## src/rtl/stack_op_sequencer.sv

```systemverilog
// Turns PUSH/POP/CALL/RET requests into single-port stack-RAM accesses.
// Also owns the downward-growing stack pointer and the depth count.
module stack_op_sequencer #(
  parameter int              DW      = 8,
  parameter int              AW      = 8,
  parameter logic [AW-1:0]   SP_INIT = '1,
  parameter int              DEPTH   = 16
) (
  input  logic          clk,
  input  logic          rst,
  input  logic          op_valid,
  input  logic [1:0]    op,
  output logic          op_ready,
  input  logic [DW-1:0] r0,
  input  logic [DW-1:0] pc_ret,
  output logic [AW-1:0] mem_addr,
  output logic          mem_we,
  output logic          mem_re,
  output logic [DW-1:0] mem_wdata,
  input  logic [DW-1:0] mem_rdata,
  output logic          done,
  output logic          err,
  output logic [DW-1:0] pop_data,
  output logic          pc_load,
  output logic [AW-1:0] sp,
  output logic          empty,
  output logic          full
);

  typedef enum logic [2:0] {IDLE, WR, RD, RWAIT, FIN} state_t;

  localparam logic [AW:0] DEPTH_C = (AW+1)'(DEPTH);
  localparam logic [AW:0] ONE_C   = (AW+1)'(1);

  state_t        state;
  logic [AW:0]   count;
  logic [DW-1:0] data_q;
  logic          ret_q;

  // NOTE: every register here is written with <= so all reads in this block
  // see the pre-edge value; blocking assignments would create ordering bugs.
  always_ff @(posedge clk) begin
    if (rst) begin
      state     <= IDLE;
      sp        <= SP_INIT;
      count     <= '0;
      op_ready  <= 1'b1;
      mem_we    <= 1'b0;
      mem_re    <= 1'b0;
      mem_addr  <= '0;
      mem_wdata <= '0;
      done      <= 1'b0;
      err       <= 1'b0;
      pc_load   <= 1'b0;
      pop_data  <= '0;
      empty     <= 1'b1;
      full      <= 1'b0;
      data_q    <= '0;
      ret_q     <= 1'b0;
    end else begin
      // Strobes are single-cycle pulses unless a state below raises them.
      mem_we  <= 1'b0;
      mem_re  <= 1'b0;
      done    <= 1'b0;
      err     <= 1'b0;
      pc_load <= 1'b0;

      unique case (state)
        IDLE: begin
          if (op_valid) begin
            op_ready <= 1'b0;
            data_q   <= op[1] ? pc_ret : r0;
            ret_q    <= (op == 2'b11);
            state    <= op[0] ? RD : WR;
          end
        end

        WR: begin
          done     <= 1'b1;
          op_ready <= 1'b1;
          state    <= IDLE;
          if (full) begin
            err <= 1'b1;
          end else begin
            mem_we    <= 1'b1;
            mem_addr  <= sp;
            mem_wdata <= data_q;
            sp        <= sp - 1'b1;
            count     <= count + ONE_C;
            empty     <= 1'b0;
            full      <= (count + ONE_C == DEPTH_C);
          end
        end

        RD: begin
          if (empty) begin
            done     <= 1'b1;
            err      <= 1'b1;
            op_ready <= 1'b1;
            state    <= IDLE;
          end else begin
            mem_re   <= 1'b1;
            mem_addr <= sp + 1'b1;
            sp       <= sp + 1'b1;
            count    <= count - ONE_C;
            full     <= 1'b0;
            empty    <= (count == ONE_C);
            state    <= RWAIT;
          end
        end

        // RAM registers its read data on this edge; it is sampled in FIN.
        RWAIT: state <= FIN;

        FIN: begin
          done     <= 1'b1;
          pop_data <= mem_rdata;
          pc_load  <= ret_q;
          op_ready <= 1'b1;
          state    <= IDLE;
        end

        default: state <= IDLE;
      endcase
    end
  end

endmodule

```

## config.mk

```make
export PLATFORM = sky130hd
export DESIGN_NAME = stack_op_sequencer
export DESIGN_NICKNAME = d
export VERILOG_FILES = /design/src/rtl/stack_op_sequencer.sv
export SDC_FILE = /design/constraint.sdc
export NUM_CORES = 1
export LEC_CHECK = 0
export CORE_MARGIN = 1
export CORE_UTILIZATION = 55
export CTS_BUF_LIST = sky130_fd_sc_hd__clkbuf_16
export CTS_CLUSTER_DIAMETER = 50
export DETAILED_ROUTE_END_ITERATION = 8
export GPL_TIMING_DRIVEN = 0
export PLACE_DENSITY = 0.82
export RECOVER_POWER = 25
export SYNTH_ARGS = -nofsm -noshare
export SYNTH_HDL_FRONTEND = slang
export SYNTH_SLANG_ARGS = --single-unit
```

## constraint.sdc

```tcl
create_clock -name clk -period 3.8 [get_ports clk]
set_clock_uncertainty 0.15 [all_clocks]
set_input_delay 0.76 -clock clk [delete_from_list [all_inputs] [get_ports clk]]
set_output_delay 0.76 -clock clk [all_outputs]
set_load 0.005 [all_outputs]
```

# ---- Word level (Yosys, flattened, before mapping)
# Cells that the tools add are included.
dict set report word_totals {
  word_cells 76
  in_bits 29
  reg_bits 61
  out_inout_bits 40
}
dict set report classes {
  add_sub_neg 4
  n_bitwise 4
  muxes 28
  n_eq_ne 11
  reduce_logical 13
}
# cell count
set ops {}
lappend ops {{two-way mux 8 bit} 4}
lappend ops {{case mux 8 bit (2 select lines)} 2}
lappend ops {{two-way mux 9 bit} 2}
lappend ops {{case mux 9 bit (2 select lines)} 1}
lappend ops {{two-way mux 1 bit} 10}
lappend ops {{adder 9 x 1 -> 9 bit (second input constant)} 1}
lappend ops {{equality test 9 x 1 -> 1 bit (second input constant)} 1}
lappend ops {{equality test 9 x 5 -> 1 bit (second input constant)} 1}
lappend ops {{case mux 3 bit (3 select lines)} 1}
lappend ops {{subtractor 9 x 1 -> 9 bit (second input constant)} 1}
lappend ops {{adder 8 x 1 -> 8 bit (second input constant)} 1}
lappend ops {{!= test 2 bit (second input constant)} 4}
lappend ops {{case mux 1 bit (2 select lines)} 4}
lappend ops {{AND reduction 2 bit} 4}
lappend ops {{OR reduction 2 bit} 4}
lappend ops {{subtractor 8 x 1 -> 8 bit (second input constant)} 1}
lappend ops {{equality test 3 x 2 -> 1 bit (second input constant)} 2}
lappend ops {{AND reduction 3 bit} 2}
lappend ops {{two-way mux 2 bit} 2}
lappend ops {{inverter 1 bit} 4}
lappend ops {{equality test 3 x 1 -> 1 bit (second input constant)} 1}
lappend ops {{equality test 3 bit (second input constant)} 1}
lappend ops {{zero test 3 bit} 1}
lappend ops {{two-way mux 3 bit} 1}
lappend ops {{other kinds (4)} 4}

# ---- Depth between registers and ports, before layout
dict set report logic_depth {
  word_depth 4
  mapped_depth 8
  depth_no_buf 6
}

# ---- Worst setup path before layout
# OpenSTA, ideal clock, no wires.
dict set report synth_timing {
  path_kind {input to register}
  from {input port rst}
  to {register count[0]}
  stages 4
  n_path_buf 3
  setup_ns 0.128
  arrival_ns 1.664
  setup_slack_ns 1.858
  required_time_ns 3.522
  cell_sequence {clkbuf_1 buf_1 clkbuf_1 nor2_1}
}
# item line
set synth_lines {}
lappend synth_lines {{start: declaration} 10} ;# input logic rst,
lappend synth_lines {{end signal: assignment} 89} ;# count <= count + ONE_C;
lappend synth_lines {{end signal: assignment} 105} ;# count <= count - ONE_C;
lappend synth_lines {{end: declaration} 36} ;# logic [AW:0] count;
# No word-level cell between the ends.

# ---- Final worst setup path
dict set report layout_timing {
  from {input port op_valid}
  to {register ret_q}
}
dict set report layout_via {
  elab_chain_len 1
}
# item line
set layout_rtl {}
lappend layout_rtl {{start: declaration} 11} ;# input logic op_valid,
lappend layout_rtl {{AND reduction 2 bit (no line)} -}
lappend layout_rtl {{end signal: assignment} 73} ;# ret_q <= (op == 2'b11);
lappend layout_rtl {{end: declaration} 38} ;# logic ret_q;
# No other way between the ends.
# A chain may end at the register's enable or synchronous reset.

==> run metrics <==
status=finished, final reports clean; Cell Int Power=1.41 mW; CTS resizes=0; Clock power frac=50.6%; RSZ-0062 raised after global routing=no; CP bufs+invs=3; Ports=69; vias per inst=5.87; Netlist cell types=61; site row count=27; die area=6060 um^2; critical path's top delay family=buffers and inverters; post-synthesis compound-gate area fraction=18.0%; Seq cells post-synth=61; Fin. Hold Viols=0; Gate Count Post-Synth=381; wire per inst=16.4 um; GRT Overall Usage=30.7%; CTS root buf=clkbuf_16; Ant. Diodes=0; total of max-cap violations=0; PwrDens=433 nW/um^2; worst-skew pair later-pin latency=0.33 ns; first drt pass iteration count=5; gpl congestion=0.930; critical path launch point type=input port; Sink Count=61; Sw Ratio=23.3%; input/output buffers=66; CTS clk-pin slew, worst paths=0.05 ns; Die Span Y=77.8 um; Min-Delay Startpoint=data_q[0]; clk buf depth=2; Reg power frac=37.2%; syn_nets=417; CORE AREA=5540 um^2; Simple-Gate Fraction of Synth Area=26.6%; crit path DAT=2.58 ns; YS warnings=0; Post-CTS Setup Bufs=0; Final Critical Period=2.49 ns; vias in the first global route=2960; # hold bufs at CTS=0; FF-to-FF End=ret_q; WS Path Type=in2reg; Mapped Avg Cell Area=8.30 um^2; R2R Path Start=state[0]; Total Wirelength=8.78 mm; period utilization=65.5%; Final Cell Area=4250 um^2; ANT nets after route=0; endpoint class of the critical path=register; Hold Path Stages=2; worst min path class=reg2reg; ys async rst share=0%; Worst Setup SP=op_valid; setup TNS=0 ns; layout filler cell count=442; most numerous cell on the critical path=clkbuf_1; DP HPWL=5.99 mm; worst-path cell chain=dlygate4sd3_1 > and2_1 > clkbuf_1 > clkbuf_1 > nand3_1 > a21oi_1; initial core utilization=57.1%; netlist area before placement=3160 um^2; crit-path max FO=10; pre-CTS WS=1.31 ns; CP max stage cell=dlygate4sd3_1; combinational power share=12.2%; P_sw=430 uW; CTS tree=built; # setup viols final=0; XOR/XNOR Fraction of Synth Area=2.77%; hold endpoint=mem_wdata[0]; DRT iter0 DRCs=240; CTS buffer count=9; grt total ovfl=0; Worst VDD drop=280 uV; first-pass GRT wire length=14.3 mm; Slew @ Worst Pin=0.647 ns; Critical Path RT=3.90 ns; H-tree depth=3; # nets final=494; adder-cell share of the synthesized area=2.77%; largest net degree at the start of global routing=12; top post-synthesis cells by area=dfxtp_1 39%, nand2_1 5.9%, a21oi_1 5.2%, nor2_1 4.5%, mux2i_1 3.8%; cell taking the most area after synthesis=dfxtp_1; area delta synth->final=34.3%; Max Freq=402 MHz; Worst path max stage delay=0.56 ns; reg-to-reg slack, setup=1.43 ns; Max Slew Vio Count=0; Setup WS post-layout=1.31 ns; FF-to-FF path depth=7; DRC violations left=0; Cell Area, Placed=3910 um^2; sequential share of the synthesized area=38.6%; Leak=1.56 nW; multiplexer share of the synthesized area=4.87%; Vias=3143; EDFF count, synth=0; chip width=77.8 um; Synth top area share=38.6%; largest family of logic cells by synthesized area=simple AND/OR/NAND/NOR gates; share of layout cells above drive strength 1=7.56%; Slew headroom=56.8%; ys flop type=dfxtp_1; initial antenna violation count=0
[stage by stage]
step                hold WS [ns]  instances  total power, mW  utilization [%]
finish                     0.298        535             1.84             76.7
global route               0.315        535             1.90             76.7
CTS                        0.302        535             1.84             76.8
detailed placement         0.295        519            0.919             70.6
global placement           0.287        519            0.914             70.6
floorplan                  0.277        381            0.826                -
[worst min-delay path: stages (launching register included)]
cell and delay [ns]:
dfxtp_1 0.30, nand2_1 0.05, a21oi_1 0.05
[logic make-up after synthesis]
| group | Yosys count |
|---|---|
| XOR/XNOR | 10 |
| flip-flops | 61 |
| multiplexers | 15 |
| AO/OA/AOI/OAI | 90 |
| adder cells (fa/ha/maj) | 7 |
| buffers and inverters | 40 |
| AND/OR/NAND/NOR | 158 |
[Yosys cell counts (all sizes together), types with 3 or more instances]
library cell / n
nor2: 38
inv: 7
mux2: 3
buf: 13
dfxtp: 61
and2: 3
nand4: 5
nand3b: 5
a211oi: 14
and3: 7
xor2: 5
nor3: 6
o21ai: 19
nand2: 50
nor4b: 3
nor2b: 6
nand2b: 3
nor4: 5
mux2i: 12
xnor2: 5
nor3b: 3
ha: 7
clkbuf: 20
a21oi: 33
and4: 3
or3: 3
nand3: 12
[power groups by stage]
stage	registers, mW	clock network [mW]	logic [mW]
after floorplan	0.695	0	0.131
after global placement	0.696	0	0.218
after detailed placement	0.697	0	0.223
after CTS	0.684	0.933	0.225
after global routing	0.687	0.968	0.245
final	0.684	0.931	0.225
[worst max path at each step]
stage                    end  cells past startpoint
floorplan           count[0]                      4
CTS                    sp[1]                      1
finish                 ret_q                      6
global placement      mem_we                      4
global route           ret_q                      6
detailed placement    mem_we                      4
[cell usage in the layout, fill, tap and decap left out, types with 3 or more instances in the layout]
| cell type | instances |
|---|---|
| mux2i_1 | 12 |
| dfxtp_1 | 61 |
| nand3b_1 | 5 |
| mux2_2 | 3 |
| nor3_1 | 5 |
| buf_6 | 4 |
| nand3_1 | 12 |
| bufinv_16 | 3 |
| dlygate4sd3_1 | 3 |
| nor2b_1 | 6 |
| nand2b_1 | 3 |
| or3_1 | 3 |
| nand4_1 | 5 |
| ha_1 | 7 |
| xor2_1 | 5 |
| and4_1 | 3 |
| o21ai_0 | 19 |
| clkbuf_1 | 24 |
| xnor2_1 | 5 |
| clkdlybuf4s50_1 | 63 |
| inv_1 | 7 |
| nor4_1 | 4 |
| a211oi_1 | 13 |
| nand2_1 | 50 |
| clkbuf_16 | 9 |
| a21oi_1 | 33 |
| nor3b_1 | 3 |
| and3_1 | 7 |
| nor2_1 | 38 |
[registers in the layout, indices dropped and copies added (netlist names)]
| name | cells |
|---|---|
| count | 9 |
| data_q | 8 |
| done | 1 |
| empty | 1 |
| err | 1 |
| full | 1 |
| mem_addr | 8 |
| mem_re | 1 |
| mem_wdata | 8 |
| mem_we | 1 |
| op_ready | 1 |
| pc_load | 1 |
| pop_data | 8 |
| ret_q | 1 |
| sp | 8 |
| state | 3 |
[layer usage]
metal	GRT usage, %	vias to the layer above	wire length, um
li1	-	1512	-
met1	39.2	1520	3880
met2	50.7	98	4350
met3	5.76	13	419
met5	0	-	0
met4	12.3	0	132
[final cells by class]
cell class,instances,area [um^2],area share (%)
tap,72,90.1,2.12
buffer,33,168,3.95
multi-input combinational,280,1740,40.9
inverter,7,28.8,0.677
sequential,61,1220,28.7
clock inverter,7,115,2.71
timing repair buffer,66,661,15.6
clock buffer,9,225,5.30
No activity file was read; power rests on OpenSTA's default activity.
